## src/rtl/led_scan_ctrl.sv

```systemverilog
// led_scan_ctrl: time-multiplexed common-anode 7-segment scanner with double-buffered frame and per-slot blanking
module led_scan_ctrl #(
  parameter int N_DIGITS  = 8,
  parameter int DIV       = 50000,
  parameter int BLANK_CYC = 16
) (
  input  logic                    clk,
  input  logic                    rst,
  input  logic                    en,
  input  logic                    load,
  input  logic [4*N_DIGITS-1:0]   data,
  input  logic [N_DIGITS-1:0]     dp_mask,
  input  logic [N_DIGITS-1:0]     digit_en,
  output logic                    pending,
  output logic                    frame_done,
  output logic [N_DIGITS-1:0]     an,
  output logic [7:0]              seg
);
  localparam int CW = $clog2(DIV);
  localparam int IW = $clog2(N_DIGITS);
  localparam logic [7:0] HEX [16] = '{8'hC0, 8'hF9, 8'hA4, 8'hB0, 8'h99, 8'h92, 8'h82, 8'hF8,
                                      8'h80, 8'h90, 8'h88, 8'h83, 8'hC6, 8'hA1, 8'h86, 8'h8E};
  typedef enum logic [1:0] {IDLE, BLANK, SHOW} state_t;
  state_t state, ns;
  logic [CW-1:0] cnt, ncnt;
  logic [IW-1:0] idx, nidx;
  logic [4*N_DIGITS-1:0] stg_data, sh_data;
  logic [N_DIGITS-1:0] stg_dp, stg_en, sh_dp, sh_en, an_n;
  logic [7:0] seg_n;
  logic wrap, upd, show, last;
  always_comb begin
    ns = state;
    ncnt = cnt;
    nidx = idx;
    wrap = 1'b0;
    last = cnt == CW'(DIV - 1);
    if (!en) begin
      ns = IDLE;
      ncnt = '0;
      nidx = '0;
    end else if (state == IDLE) begin
      ns = BLANK;
      ncnt = '0;
      nidx = '0;
    end else begin
      ncnt = last ? '0 : cnt + 1'b1;
      nidx = last ? ((idx == IW'(N_DIGITS - 1)) ? '0 : idx + 1'b1) : idx;
      wrap = last && idx == IW'(N_DIGITS - 1);
      ns = (ncnt < CW'(BLANK_CYC)) ? BLANK : SHOW;
    end
    upd = state == IDLE || wrap;
    // shadow only changes on edges entering BLANK/IDLE, so the current shadow is safe for the next SHOW
    show = ns == SHOW && sh_en[nidx];
    an_n = show ? ~(N_DIGITS'(1) << nidx) : '1;
    seg_n = show ? HEX[sh_data[{nidx, 2'b00} +: 4]] & {~sh_dp[nidx], 7'h7F} : 8'hFF;
  end
  always_ff @(posedge clk or posedge rst) begin
    if (rst) begin
      state <= IDLE;
      cnt <= '0;
      idx <= '0;
      stg_data <= '0;
      stg_dp <= '0;
      stg_en <= '0;
      sh_data <= '0;
      sh_dp <= '0;
      sh_en <= '0;
      pending <= 1'b0;
      frame_done <= 1'b0;
      an <= '1;
      seg <= 8'hFF;
    end else begin
      state <= ns;
      cnt <= ncnt;
      idx <= nidx;
      an <= an_n;
      seg <= seg_n;
      frame_done <= wrap;
      if (load) begin
        stg_data <= data;
        stg_dp <= dp_mask;
        stg_en <= digit_en;
      end
      if (upd) begin
        sh_data <= load ? data : stg_data;
        sh_dp <= load ? dp_mask : stg_dp;
        sh_en <= load ? digit_en : stg_en;
        pending <= 1'b0;
      end else if (load) begin
        pending <= 1'b1;
      end
    end
  end
endmodule

```

## config.mk

```make
export PLATFORM = sky130hd
export DESIGN_NAME = led_scan_ctrl
export DESIGN_NICKNAME = d
export VERILOG_FILES = /design/src/rtl/led_scan_ctrl.sv
export SDC_FILE = /design/constraint.sdc
export NUM_CORES = 1
export LEC_CHECK = 0
export BUFFER_PORTS_ARGS = -buffer_cell sky130_fd_sc_hd__buf_2
export CAP_MARGIN = 20
export CELL_PAD_IN_SITES_DETAIL_PLACEMENT = 1
export CELL_PAD_IN_SITES_GLOBAL_PLACEMENT = 2
export CORE_MARGIN = 3
export CORE_UTILIZATION = 36
export CTS_CLUSTER_DIAMETER = 100
export CTS_CLUSTER_SIZE = 14
export DETAILED_ROUTE_END_ITERATION = 8
export PLACE_DENSITY = 0.85
export REMOVE_ABC_BUFFERS = 1
export SYNTH_ARGS = -nofsm -noshare
export SYNTH_HDL_FRONTEND = slang
export SYNTH_SLANG_ARGS = --single-unit
```

## constraint.sdc

```tcl
create_clock -name clk -period 3.75 [get_ports clk]
set_clock_uncertainty 0.2 [all_clocks]
set_input_delay 0.375 -clock clk [delete_from_list [all_inputs] [get_ports clk]]
set_output_delay 0.375 -clock clk [all_outputs]
set_load 0.005 [all_outputs]
```

Yosys cells after proc, flatten, opt, wreduce, memory -nomap -nowiden:

Memory sizes are Yosys's and may differ from the RTL's.
Cells that the tools add are included.
W data, S select, Z words.

* register bits after elaboration: 135
* memory bits (read-only): 128
* memories kept: 1
* word-level logic and storage cells: 58
* output and inout port bits: 18
* bits of input ports: 52

* $add $sub $neg: 2
* order comparisons: 3
* eq/ne operators: 3
* reduce and logical (&&, ||, !) cells: 5
* bitwise gates (word level): 4
* muxes and demuxes: 25
* shift-type cells: 2

Memories
* (no name shown): words 16, width 8, read ports 1, clocked after memory_dff 0, wr ports 0, line 55 `seg_n = show ? HEX[sh_data[{nidx, 2'b00} +: 4]] & {~sh_dp[nidx], 7'h7F} : 8'hFF;`

Operator list (count)
* $mux W16: 3
* $mux W8: 6
* $mux W32: 1
* $shiftx A32 B6 Y4: 1
* $add A16 B1 Y16 const B: 1
* $eq A16 B16 Y1 const B: 1
* $lt A16 B5 Y1 const B: 1
* $mux W3: 4
* $and A8 B8 Y8: 1
* $not A8 Y8: 1
* $shl A1 B3 Y8 const A: 1
* $bmux W1 S3: 2
* $mux W1: 6
* $mux W2: 3
* $ge A5 B5 Y1 const B: 1
* $not A4 Y5: 1
* $lt A3 B4 Y1 const B: 1
* $add A3 B1 Y3 const B: 1
* $eq A3 B3 Y1 const B: 1
* $eq A2 B2 Y1 const B: 1
* $logic_and A1 B1 Y1: 2
* $logic_not A2 Y1: 1
* $reduce_bool A2 Y1: 1
* $logic_or A1 B1 Y1: 1
* $not A1 Y1: 1

Logic depth before layout (Yosys ltp):

Gate-level depths: netlist of run 1.

* word-level depth: 12
* gate-level depth with buffers: 15

Least setup slack after synthesis of run 1:

No wires, ideal clock.

* path type: reg2reg
* start point: register cnt[5]
* end point: register seg[3]
* stages on the path, launching flop included: 14
* arrival: 3.540 ns
* required time: 3.489 ns
* buffers on the path: 2
* library setup time: 0.061 ns
* slack: -0.052 ns
* period minus slack after synthesis: 3.802 ns
* cells stage by stage: dfrtp_1 buf_6 or3_4 or4_4 nor2_4 mux2_2 inv_2 buf_2 mux2i_1 o22ai_1 a211oi_2 ha_1 mux4_2 nand2_1

* word-level cells in the longest chain between the ends: 11
* elaborated cells on any way between the ends: 21
* those cells by class: add/sub (1); order compare (1); eq/ne (2); shift (1); mux (12); bitwise (2); reduce/logical (1); memory (1)

RTL lines
* start: declaration: line 25 `logic [CW-1:0] cnt, ncnt;`
* start signal: assignment: line 74 `cnt <= ncnt;`
* $eq A16 B16 Y1 (*): line 36 `last = cnt == CW'(DIV - 1);`
* $mux W3 (*): line 47 `nidx = last ? ((idx == IW'(N_DIGITS - 1)) ? '0 : idx + 1'b1) : idx;`
* $mux W3 (*): line 41 `end else if (state == IDLE) begin`
* $mux W3 (*): line 37 `if (!en) begin`
* named net nidx[2]: line 26 `logic [IW-1:0] idx, nidx;`
* $shiftx A32 B6 Y4: line 55
* $not A4 Y5 (not written as such): line 55
* $mem_v2 Z16 W8
* $mux W8 (not written as such) (2 in series): line 55
* $and A8 B8 Y8: line 55
* $mux W8 (*): line 55
* named net seg_n[3]: line 29 `logic [7:0] seg_n;`
* end signal: assignment: line 77 `seg <= seg_n;`
* end: declaration: line 17 `output logic [7:0] seg`

Mark *: on every way through the listed nets, which the timed path passes. The rest lies on a longest branch. The select of a mux whose other input is x is not followed.
A chain may end at the register's enable or synchronous reset.

Worst setup path in the final report of run 1:

* start point: register cnt[7]
* end point: register seg[3]

* word-level cells in the longest chain between the ends: 11
* elaborated cells on any way between the ends: 21
* those cells by class: add/sub (1); order compare (1); eq/ne (2); shift (1); mux (12); bitwise (2); reduce/logical (1); memory (1)

RTL lines (line)
* $eq A16 B16 Y1: 36
* $mux W3: 47
* $mux W3: 41
* $mux W3: 37
* $shiftx A32 B6 Y4: 55
* $not A4 Y5 (not written as such): 55
* $mem_v2 Z16 W8
* $mux W8 (not written as such) (2 in series): 55
* $and A8 B8 Y8: 55
* $mux W8 (*): 55
* named net seg_n[3]: 29

Marked as above.

==> summary.md, run 1 <==
| Metric | Value |
|---|---|
| H-tree Lvls | 4 |
| Final global-route overflow total | 0 |
| Worst-path clk slew | 0.06 ns |
| Cell taking the most area after synthesis | dfrtp_1 |
| Share of cells above drive strength 1 | 46.9% |
| Routed len/inst | roughly 19 um |
| Max-cap viol count | 0 |
| Register area share after synthesis | 56.0% |
| First-pass GRT wire length | 24.9 mm |
| Leakage | 0.00328 uW |
| Fin crit period | 3.82 ns |
| Min-Delay Path Class | primary input to register |
| Total CTS buffers | 17 |
| DRC viols | 0 |
| Antenna violations before repair | 0 |
| Top post-synthesis cells by count | dfrtp_1 (119), mux2_2 (103), nor2_1 (29), nand2_1 (26), nand3_1 (20) |
| Run status | finished with violations |
| Area of the core | approximately 16,000 sq um |
| Fmax | 0.262 GHz |
| Syn Inst Count | 472 |
| Critical Path Max Stage Delay | around 0.56 ns |
| Die Area | around 18,000 sq um |
| Ys async rst share | between 90% and 100% |
| Most common cell in the netlist | dfrtp_1 |
| Synth Flop Type | dfrtp_1 |
| Max Transition Viols Final | 0 |
| Final instance area | 7760 sq um |
| Slew @ Worst Pin | a little under 0.7 ns |
| Final wirelength | 15.3 mm |
| Starting density of the core | a little under two fifths |
| Avg Vias per Cell | 5.08 |
| WS Path Type | register to register |
| Post-synth EDFFs | 0 |
| Gpl congestion | a little over 0.8 |
| Unrepaired setup endpoints after global routing | true |
| Largest net degree at the start of global routing | 57 |
| Reg area | 3400 sq um |
| Period utilization | 102% |
| Worst slew margin | 53.6% |
| Worst setup SP type | register |
| Req. time, crit path | 3.91 ns |
| CP endpoint kind | register |
| Critical path peak fanout | 5 |
| Final setup margin | -0.0677 ns |
| Layout Nets | 651 |
| Synth area leaders | dfrtp_1 (49%), mux2_2 (19%), dfstp_2 (6.9%), mux2i_1 (2.3%), nor2_1 (1.8%) |
| Synth Cell Area | slightly above 6000 sq um |
| Slowest cell on crit path | or4_4 |
| N_diodes | 0 |
| Delay-heaviest family, CP | simple AND/OR/NAND/NOR gates |
| Worst-Skew Late Latency | 0.43 ns |
| DIE WIDTH | 136 um |
| 1st-iter DRT viols | ~220 |
| CP Buf/Inv Count | 1 |
| Root Buffer | clkbuf_16 |
| Yosys warnings | 0 |
| Clock Sinks | 135 |
| Mean post-synth cell area | 12.9 sq um |
| Cell variety after synth | 57 |
| # IOs | 70 |
| Setup violators final | 3 |
| Number of synthesized register bits | 135 |
| CP most frequent cell | nor2_4 |
| Final Hold Viols | 0 |
| Gr usage total | 17.6% |
| Clock buffer depth | 2 |
| Synth top area share | just under 50% |
| Utilization after layout | 48.0% |
| R2r setup slk | -0.07 ns |
| Number of I/O port buffers | 69 |
| Vias in the first global route | 4,663 |
| Failing checks | setup timing |
| Placed cell area | between 6000 and 7000 sq um |
| Routed vias | around 4,200 |
| Fill count | 1,646 |
| P&R area growth vs syn | 27.8% |
| Pre-CTS setup slack | -0.146 ns |
| Maximum vdd ir drop | 285 uV |
| Worst path arrival time | 3.98 ns |
| Hpwl dp | between 10 and 15 mm |
| Die height | between 100 and 150 um |
| Site row count | 46 |
| Worst path cell trace | or3_4 > or4_4 > nor2_4 > mux2_4 > buf_12 > mux2_2 > a22o_1 > nor2_4 > ha_1 > mux4_2 > nand2_1 |
| CTS tree | yes |
| DR pass1 iterations | 4 |
| Area of the multi-input gates | 2560 sq um |
| Detail Route Antenna Nets | 0 |
| Pwr Density | 490 nW/um^2 |
-- layout make-up --
cell class | count | share of cell area [%]
sequential | 135 | 43.8
multi-input combinational | 296 | 33.0
timing repair buffer | 125 | 10.9
clock buffer | 17 | 5.48
tap | 216 | 3.48
clock inverter | 15 | 2.48
inverter | 17 | 0.887
-- layout by cell type (no fill, tap or decap), types with 3 or more instances in the layout --
master	n
nor2_1	28
a221oi_1	3
inv_6	4
nor4b_1	3
nand4_1	5
o221ai_1	7
xor2_1	7
clkinvlp_4	3
mux2_2	102
nand3_1	20
dfrtp_1	119
bufinv_16	3
dlygate4sd3_1	20
xnor2_1	10
dfstp_2	16
clkbuf_16	17
ha_2	3
buf_4	33
nand2_1	26
mux2i_1	13
inv_1	11
inv_2	4
nor4_1	3
buf_2	69
ha_1	4
a211oi_1	4
o21ai_0	7
o22ai_1	3
-- power breakdown --
part | leakage, uW | total, uW | internal, uW | switching, uW
combinational | 0.00138 | 409 | 215 | 194
sequential | 0.00161 | 1660 | 1590 | 66.8
clock | 0.000295 | 1740 | 1060 | 679
-- repair_timing --
action,4_1_cts,5_1_grt
resized for setup,6,11
hold buffers,20,0
hold endpoints to repair,71,0
pin swaps,2,7
buffers inserted,0,7
endpoints found under the setup margin,4,6
-- routing by layer --
layer / share of wire [%] / vias to the layer above / global-route usage (%) / wire (um)
met1: 42 / 2124 / 21.1 / 6480
li1: - / 1927 / - / -
met5: 0 / - / 0 / 0
met3: 3.2 / 30 / 4.00 / 483
met4: 2.3 / 0 / 7.05 / 358
met2: 52 / 90 / 30.7 / 7980
-- flip-flops by register name, summed over array words and instances (netlist names), 2 cells and up --
name      flops
sh_data      32
stg_data     32
cnt          16
an            8
seg           8
sh_dp         8
sh_en         8
stg_dp        8
stg_en        8
idx           3
state         2
-- worst paths after layout --
kind                               end  startpoint  depth (start not counted)
min in group asynchronous   frame_done         rst                          3
max in group asynchronous        an[1]         rst                          4
hold / removal             stg_data[3]     data[3]                          2
setup / recovery                seg[3]      cnt[7]                         11
hold reg to reg                 cnt[0]      cnt[0]                          1
setup reg to reg                seg[3]      cnt[7]                         11
-- per-stage QoR --
stage / power (uW) / hold WS [ns] / TNS, ns / cells
after floorplan: 1910 / 0.255 / -83.50 / 448
after global placement: 2020 / 0.268 / 0 / 761
after detailed placement: 2050 / 0.284 / -0.329 / 761
after CTS: 3830 / 0.000368 / 0 / 813
after global routing: 3970 / 0.00153 / -0.691 / 821
final: 3810 / 0.0129 / -0.157 / 821
-- kinds of logic (layout without fill, tap and decap cells) --
group                    after synthesis  in the layout  synth area share (%)
AO/OA/AOI/OAI                         49             49                  6.90
XOR/XNOR                              17             17                  2.45
AND/OR/NAND/NOR                      105            105                  8.65
multiplexers                         118            118                  21.8
adder cells (fa/ha/maj)                7              7                  1.44
buffers and inverters                 41            174                  2.82
flip-flops                           135            135                  56.0
Power figures use the tool's default switching activity.
==> run 2: changes to the inputs <==
--- a/config.mk
+++ b/config.mk
@@ -9,7 +9,7 @@
 export CAP_MARGIN = 20
 export CELL_PAD_IN_SITES_DETAIL_PLACEMENT = 1
 export CELL_PAD_IN_SITES_GLOBAL_PLACEMENT = 2
-export CORE_MARGIN = 3
+export CORE_MARGIN = 5
 export CORE_UTILIZATION = 36
 export CTS_CLUSTER_DIAMETER = 100
 export CTS_CLUSTER_SIZE = 14
==> run 2 against run 1 <==
  * The flow now finishes without violations
  * Design area fell by 0.15%
  * Via count barely moved
  * Largest cell class unchanged
  * Worst hold slack improved by 0.0044 ns
  * Utilization fell by 1.3 points
  * Sequential share of layout area rose by 0.064 points
  * Clock power fell by 3%
  * Die area rose by 6.0%
  * Fmax rose by 4.1%
==> summary.md, run 2 (synthesis gave the netlist of run 1 again) <==
| Metric | Value |
|---|---|
| Final Hold Viols | 0 (unchanged) |
| Commonest non-fill, non-tap cell in the layout | dfrtp_1 (unchanged) |
| CTS tree | yes (unchanged) |
| Fin crit period | 3.67 ns (was 3.82 ns) |
| # IOs | 70 (unchanged) |
| Max Transition Viols Final | 0 (unchanged) |
| H-tree Lvls | 4 (unchanged) |
| Critical path peak fanout | 8 (was 5) |
| Final instance area | 7750 sq um (was 7760 sq um) |
| Clock Sinks | 135 (unchanged) |
| Final wirelength | 15.8 mm (was 15.3 mm) |
| DIE WIDTH | 140 um (was 136 um) |
| Metal2 WL | 8.33 mm (was 7.98 mm) |
| Maximum vdd ir drop | 302 uV (was 285 uV) |
| Largest net degree at the start of global routing | 78 (was 57) |
| Root Buffer | clkbuf_16 (unchanged) |
| Starting density of the core | 36.6% (was 37.6%) |
| Worst-Skew Late Latency | 0.42 ns (was 0.43 ns) |
| Pwr Density | 485 nW/um^2 (was 490 nW/um^2) |
| Gpl congestion | 0.807 (was 0.811) |
| Site row count | 47 (was 46) |
| Detail Route Antenna Nets | 0 (unchanged) |
| Total chip power | 3760 uW (was 3810 uW) |
| Met3 Wirelength | 440 um (was 483 um) |
| R2r setup slk | 0.08 ns (was -0.07 ns) |
| Biggest registers after layout | sh_data: 32 flops, stg_data: 32 flops, cnt: 16 flops (unchanged) |
| Avg Vias per Cell | 5.05 (was 5.08) |
| P&R area growth vs syn | 27.6% (was 27.8%) |
| Gr usage total | 16.8% (was 17.6%) |
| Final global-route overflow total | 0 (unchanged) |
| Share of cells above drive strength 1 | 46.4% (was 46.9%) |
| WHS Path Cells | 2 (unchanged) |
| Hold EP | stg_data[9] (was stg_data[3]) |
| Worst setup SP type | register (unchanged) |
| R2R cell count | 12 (was 11) |
| 1st-iter DRT viols | 177 (was 221) |
| Die height | 140 um (was 136 um) |
| Highest routed layer | met4 (unchanged) |
| WS Path Type | register to register (unchanged) |
| Worst-path clk slew | 0.06 ns (about the same) |
| Hold wc startpoint | data[9] (was data[3]) |
| Placed cell area | 6800 sq um (was 6810 sq um) |
| DRC viols | 0 (unchanged) |
| Antenna violations before repair | 0 (unchanged) |
| Routed metal-1 wire length | 6.61 mm (was 6.48 mm) |
| RR Endpoint | seg[3] (unchanged) |
| Area of the core | 16,600 sq um (was 16,200 sq um) |
| Most frequent cells in the layout | dfrtp_1 (119), mux2_2 (102), buf_2 (69), buf_4 (32), nor2_1 (28) (was dfrtp_1 (119), mux2_2 (102), buf_2 (69), buf_4 (33), nor2_1 (28)) |
| Total CTS buffers | 17 (unchanged) |
| FF-to-FF Start | cnt[11] (was cnt[7]) |
| Clock buffer depth | 2 (unchanged) |
| Worst slew margin | 55.8% (was 53.6%) |
| Number of I/O port buffers | 69 (unchanged) |
| First-pass GRT wire length | 25.8 mm (was 24.9 mm) |
| Routed len/inst | 19.1 um (was 18.6 um) |
| Slew @ Worst Pin | 0.663 ns (was 0.696 ns) |
| Hpwl dp | 10.4 mm (about the same) |
| Fmax | 0.273 GHz (was 0.262 GHz) |
| N_diodes | 0 (unchanged) |
| Leakage | 0.00327 uW (was 0.00328 uW) |
| Setup violators final | 0 (was 3) |
| Run status | finished, final reports clean (was finished with violations) |
| Max-cap viol count | 0 (unchanged) |
| CP endpoint kind | register (unchanged) |
| Routed vias | 4,169 (was 4,171) |
| Period utilization | 97.8% (was 102%) |
| Vias in the first global route | 4,681 (was 4,663) |
| Min-Delay Path Class | primary input to register (unchanged) |
| Req. time, crit path | 3.91 ns (about the same) |
| Worst path arrival time | 3.83 ns (was 3.98 ns) |
| DR pass1 iterations | 4 (unchanged) |
| Die Area | 19,600 sq um (was 18,500 sq um) |
| Layout Nets | 651 (unchanged) |
run 2: cell types whose count changed in the layout (fill, tap and decap cells not counted), sizes merged:
cell    change
inv         -3
clkbuf      +2
bufinv      -1
clkinv      +2
run 2: critical path, stage by stage (launching register included):
cell and delay (ns):
dfrtp_1 0.39, or3_4 0.38, or4_4 0.48, nor2_4 0.16, mux2_4 0.37, buf_6 0.14
mux2i_1 0.13, o22ai_1 0.12, a211oi_2 0.34, ha_2 0.29, inv_1 0.06, mux4_2 0.46
nand2_1 0.09
run 2: worst max path at each step:
stage	from	to	slack, ns
after detailed placement	cnt[7]	seg[5]	-0.05
final	cnt[11]	seg[3]	0.08
after global placement	cnt[7]	seg[3]	0.09
after global routing	cnt[11]	seg[3]	-0.01
after CTS	cnt[7]	seg[3]	0.02
after floorplan	cnt[7]	sh_data[0]	-0.71
run 2: what timing repair did:
| item | 4_1_cts | 5_1_grt |
|---|---|---|
| endpoints found under the hold margin | 19 | 24 |
| setup endpoints to repair | 4 | 6 |
| pin swaps | 2 | 9 |
| setup buffers | 1 | 7 |
| hold buffers | 19 | 1 |
| gates resized for setup | 5 | 10 |
run 2: power by group:
group          internal (uW)  leakage [uW]  switching (uW)
clock                   1020      0.000286             668
combinational            212       0.00137             195
sequential              1590       0.00161            72.1
total                   2820       0.00327             935
run 2: per-layer routing:
layer | track usage [%] | vias to the layer above
li1 | - | 1919
met1 | 20.2 | 2141
met2 | 29.6 | 79
met3 | 3.70 | 30
met4 | 6.37 | 0
met5 | 0 | -
run 2: metrics by stage:
stage	util (%)	TNS (ns)	hold WS [ns]	instances	worst slack (ns)
after detailed placement	41.0	-0.0906	0.284	763	-0.0497
after CTS	45.9	0	0.000555	815	0.0250
final	46.7	0	0.0173	825	0.0831
after floorplan	-	-83.50	0.255	448	-0.714
after global routing	46.7	-0.0181	0.00119	825	-0.0100
after global placement	41.0	0	0.266	763	0.0889
run 2: layout make-up:
type | count | area [sq um]
multi-input combinational | 296 | 2550
clock inverter | 13 | 145
clock buffer | 19 | 453
sequential | 135 | 3400
timing repair buffer | 125 | 856
inverter | 17 | 68.8
fill | 1766 | 8830
tap | 220 | 275
==> run 3: changes to the inputs <==
==> constraint.sdc (replaced) <==
create_clock -name clk -period 3.2 [get_ports clk]
set_clock_uncertainty 0.2 [all_clocks]
set_input_delay 0.32 -clock clk [delete_from_list [all_inputs] [get_ports clk]]
set_output_delay 0.32 -clock clk [all_outputs]
set_load 0.005 [all_outputs]
==> run 3 against run 2 <==
  * The run now ends with setup timing left
  * Clock-buffer cell count fell by 1
  * Setup slack got worse by 0.50 ns
  * Cell count rose by 9.3%
  * Largest power group unchanged
  * Die area did not move
==> summary.md, run 3 (synthesis gave the netlist of run 1 again) <==
| Metric | Value |
|---|---|
| Slowest cell on crit path | or4_4 (unchanged) |
| Unrepaired setup endpoints after global routing | true |
| Layout Nets | 728 (was 651) |
| Gpl congestion | 0.820 (was 0.807) |
| Hold slack | 0.285 ns (was 0.0173 ns) |
| DIE WIDTH | 140 um (unchanged) |
| Worst slew margin | 53.5% (was 55.8%) |
| R2r setup slk | -0.42 ns (was 0.08 ns) |
| CP endpoint kind | register (unchanged) |
| Final setup margin | -0.420 ns (was 0.0831 ns) |
| Maximum vdd ir drop | 357 uV (was 302 uV) |
| Site row count | 47 (unchanged) |
| Worst-Skew Late Latency | 0.43 ns (was 0.42 ns) |
| Delay-heaviest family, CP | simple AND/OR/NAND/NOR gates (unchanged) |
| Worst-path clk slew | 0.06 ns (about the same) |
| Clock buffer depth | 2 (unchanged) |
| Fmax | 0.276 GHz (was 0.273 GHz) |
| CP Buf/Inv Count | 5 (was 2) |
| Pre-CTS setup slack | -0.569 ns (was -0.0497 ns) |
| Commonest non-fill, non-tap cell in the layout | dfrtp_1 (unchanged) |
| DR pass1 iterations | 5 (was 4) |
| Clock Sinks | 135 (unchanged) |
| Req. time, crit path | 3.36 ns (was 3.91 ns) |
| Share of cells above drive strength 1 | 51.5% (was 46.4%) |
| Fin crit period | 3.62 ns (was 3.67 ns) |
| 1st-iter DRT viols | 166 (was 177) |
| Most frequent cells in the layout | dfrtp_1 (119), mux2_2 (100), buf_4 (71), buf_2 (69), dlygate4sd3_1 (50) (was dfrtp_1 (119), mux2_2 (102), buf_2 (69), buf_4 (32), nor2_1 (28)) |
| Period utilization | 113% (was 97.8%) |
| Starting density of the core | 36.6% (unchanged) |
| Worst path arrival time | 3.78 ns (was 3.83 ns) |
| Critical path peak fanout | 4 (was 8) |
| Gr usage total | 18.2% (was 16.8%) |
| TNS Setup | -3.75 ns (was 0 ns) |
| Routed vias | 4,572 (was 4,169) |
| Final instance area | 8690 sq um (was 7750 sq um) |
| N_diodes | 0 (unchanged) |
| Min-Delay Path Class | primary input to async pin (was primary input to register) |
| Placed cells | 801 (was 763) |
| Die height | 140 um (unchanged) |
| Total CTS buffers | 17 (unchanged) |
| Slew @ Worst Pin | 0.698 ns (was 0.663 ns) |
| Run status | finished with violations (was finished, final reports clean) |
| Routed len/inst | 20.5 um (was 19.1 um) |
| Root Buffer | clkbuf_16 (unchanged) |
| First-pass GRT wire length | 27.9 mm (was 25.8 mm) |
| RR Endpoint | seg[3] (unchanged) |
| Largest net degree at the start of global routing | 53 (was 78) |
| Vias in the first global route | 5,037 (was 4,681) |
| Hpwl dp | 11.0 mm (was 10.4 mm) |
| Placed cell area | 7110 sq um (was 6800 sq um) |
| Leakage | 0.00369 uW (was 0.00327 uW) |
| H-tree Lvls | 4 (unchanged) |
| WS Path Type | register to register (unchanged) |
| CTS tree | yes (unchanged) |
| Max Transition Viols Final | 0 (unchanged) |
| Die Area | 19,600 sq um (unchanged) |
| Worst path cell trace | or3_4 > or4_4 > buf_6 > or4_4 > o41ai_4 > buf_4 > a22o_1 > nor2_4 > inv_2 > buf_4 > ha_4 > inv_1 > mux4_2 > nand2_1 (was or3_4 > or4_4 > nor2_4 > mux2_4 > buf_6 > mux2i_1 > o22ai_1 > a211oi_2 > ha_2 > inv_1 > mux4_2 > nand2_1) |
| FF-to-FF Start | cnt[7] (was cnt[11]) |
| Biggest registers after layout | sh_data: 32 flops, stg_data: 32 flops, cnt: 16 flops (unchanged) |
| Number of I/O port buffers | 69 (unchanged) |
| Antenna violations before repair | 0 (unchanged) |
| Critical Path Max Stage Delay | 0.50 ns (was 0.48 ns) |
| R2R cell count | 14 (was 12) |
| Failing checks | setup timing |
| P&R area growth vs syn | 43.0% (was 27.6%) |
| DRC viols | 0 (unchanged) |
| Setup violators final | 16 (was 0) |
| Final wirelength | 18.5 mm (was 15.8 mm) |
| Worst setup SP type | register (unchanged) |
| Detail Route Antenna Nets | 0 (unchanged) |
| Area of the core | 16,600 sq um (unchanged) |
| Final Hold Viols | 0 (unchanged) |
| Final global-route overflow total | 0 (unchanged) |
| Avg Vias per Cell | 5.07 (was 5.05) |
| Pwr Density | 544 nW/um^2 (was 485 nW/um^2) |
| Max-cap viol count | 0 (unchanged) |
| # IOs | 70 (unchanged) |
| Layout Cells excl Fill | 902 (was 825) |
run 3: worst max-delay path by stage:
stage | start | to | slack (ns) | depth (start not counted)
2_1_floorplan | cnt[7] | sh_data[0] | -1.26 | 5
3_5_place_dp | cnt[7] | seg[3] | -0.57 | 12
3_3_place_gp | cnt[7] | seg[3] | -0.40 | 12
4_1_cts | cnt[7] | seg[3] | -0.33 | 11
6_report | cnt[7] | seg[3] | -0.42 | 14
5_1_grt | cnt[7] | seg[3] | -0.51 | 12
run 3: cell type report:
type,instances,area (sq um)
fillers,1698,7900
clock inverters,14,211
flip-flops and latches,135,3400
repair buffers,201,1540
inverters,17,71.3
multi-input cells,297,2760
clock buffers,18,429
well taps,220,275
run 3: timing repair:
| item | CTS | global route |
|---|---|---|
| endpoints found under the setup margin | 16 | 16 |
| pin swaps | 8 | 16 |
| hold buffers | 50 | 0 |
| setup buffers | 5 | 13 |
| cloned | 0 | 1 |
| resized for setup | 28 | 33 |
| hold endpoints to repair | 81 | 0 |
run 3: metal layers:
metal / vias up / share of wire (%) / GRT usage, %
met2: 111 / 55 / 34.1
met4: 0 / 2.1 / 5.76
met1: 2354 / 40 / 20.6
met5: - / 0 / 0
li1: 2076 / - / -
met3: 31 / 3.1 / 3.74
run 3: worst reg2reg max path, cell delays in order (launching register included):
cell and delay [ns]:
dfrtp_1 0.37, or3_4 0.38, or4_4 0.46, buf_6 0.15, or4_4 0.50, o41ai_4 0.10
buf_4 0.18, a22o_1 0.17, nor2_4 0.07, inv_2 0.09, buf_4 0.13, ha_4 0.16
inv_1 0.06, mux4_2 0.46, nand2_1 0.09
run 3: where the power goes:
group,switching [uW],internal [uW],total (uW)
combinational,284,328,612
sequential,95.4,1860,1960
clock,829,1330,2160
run 3: stage by stage:
stage	power [uW]	utilization, %
final	4730	52.4
after global routing	4900	52.4
after detailed placement	2430	42.9
after floorplan	2240	-
after CTS	4680	50.6
after global placement	2390	42.9
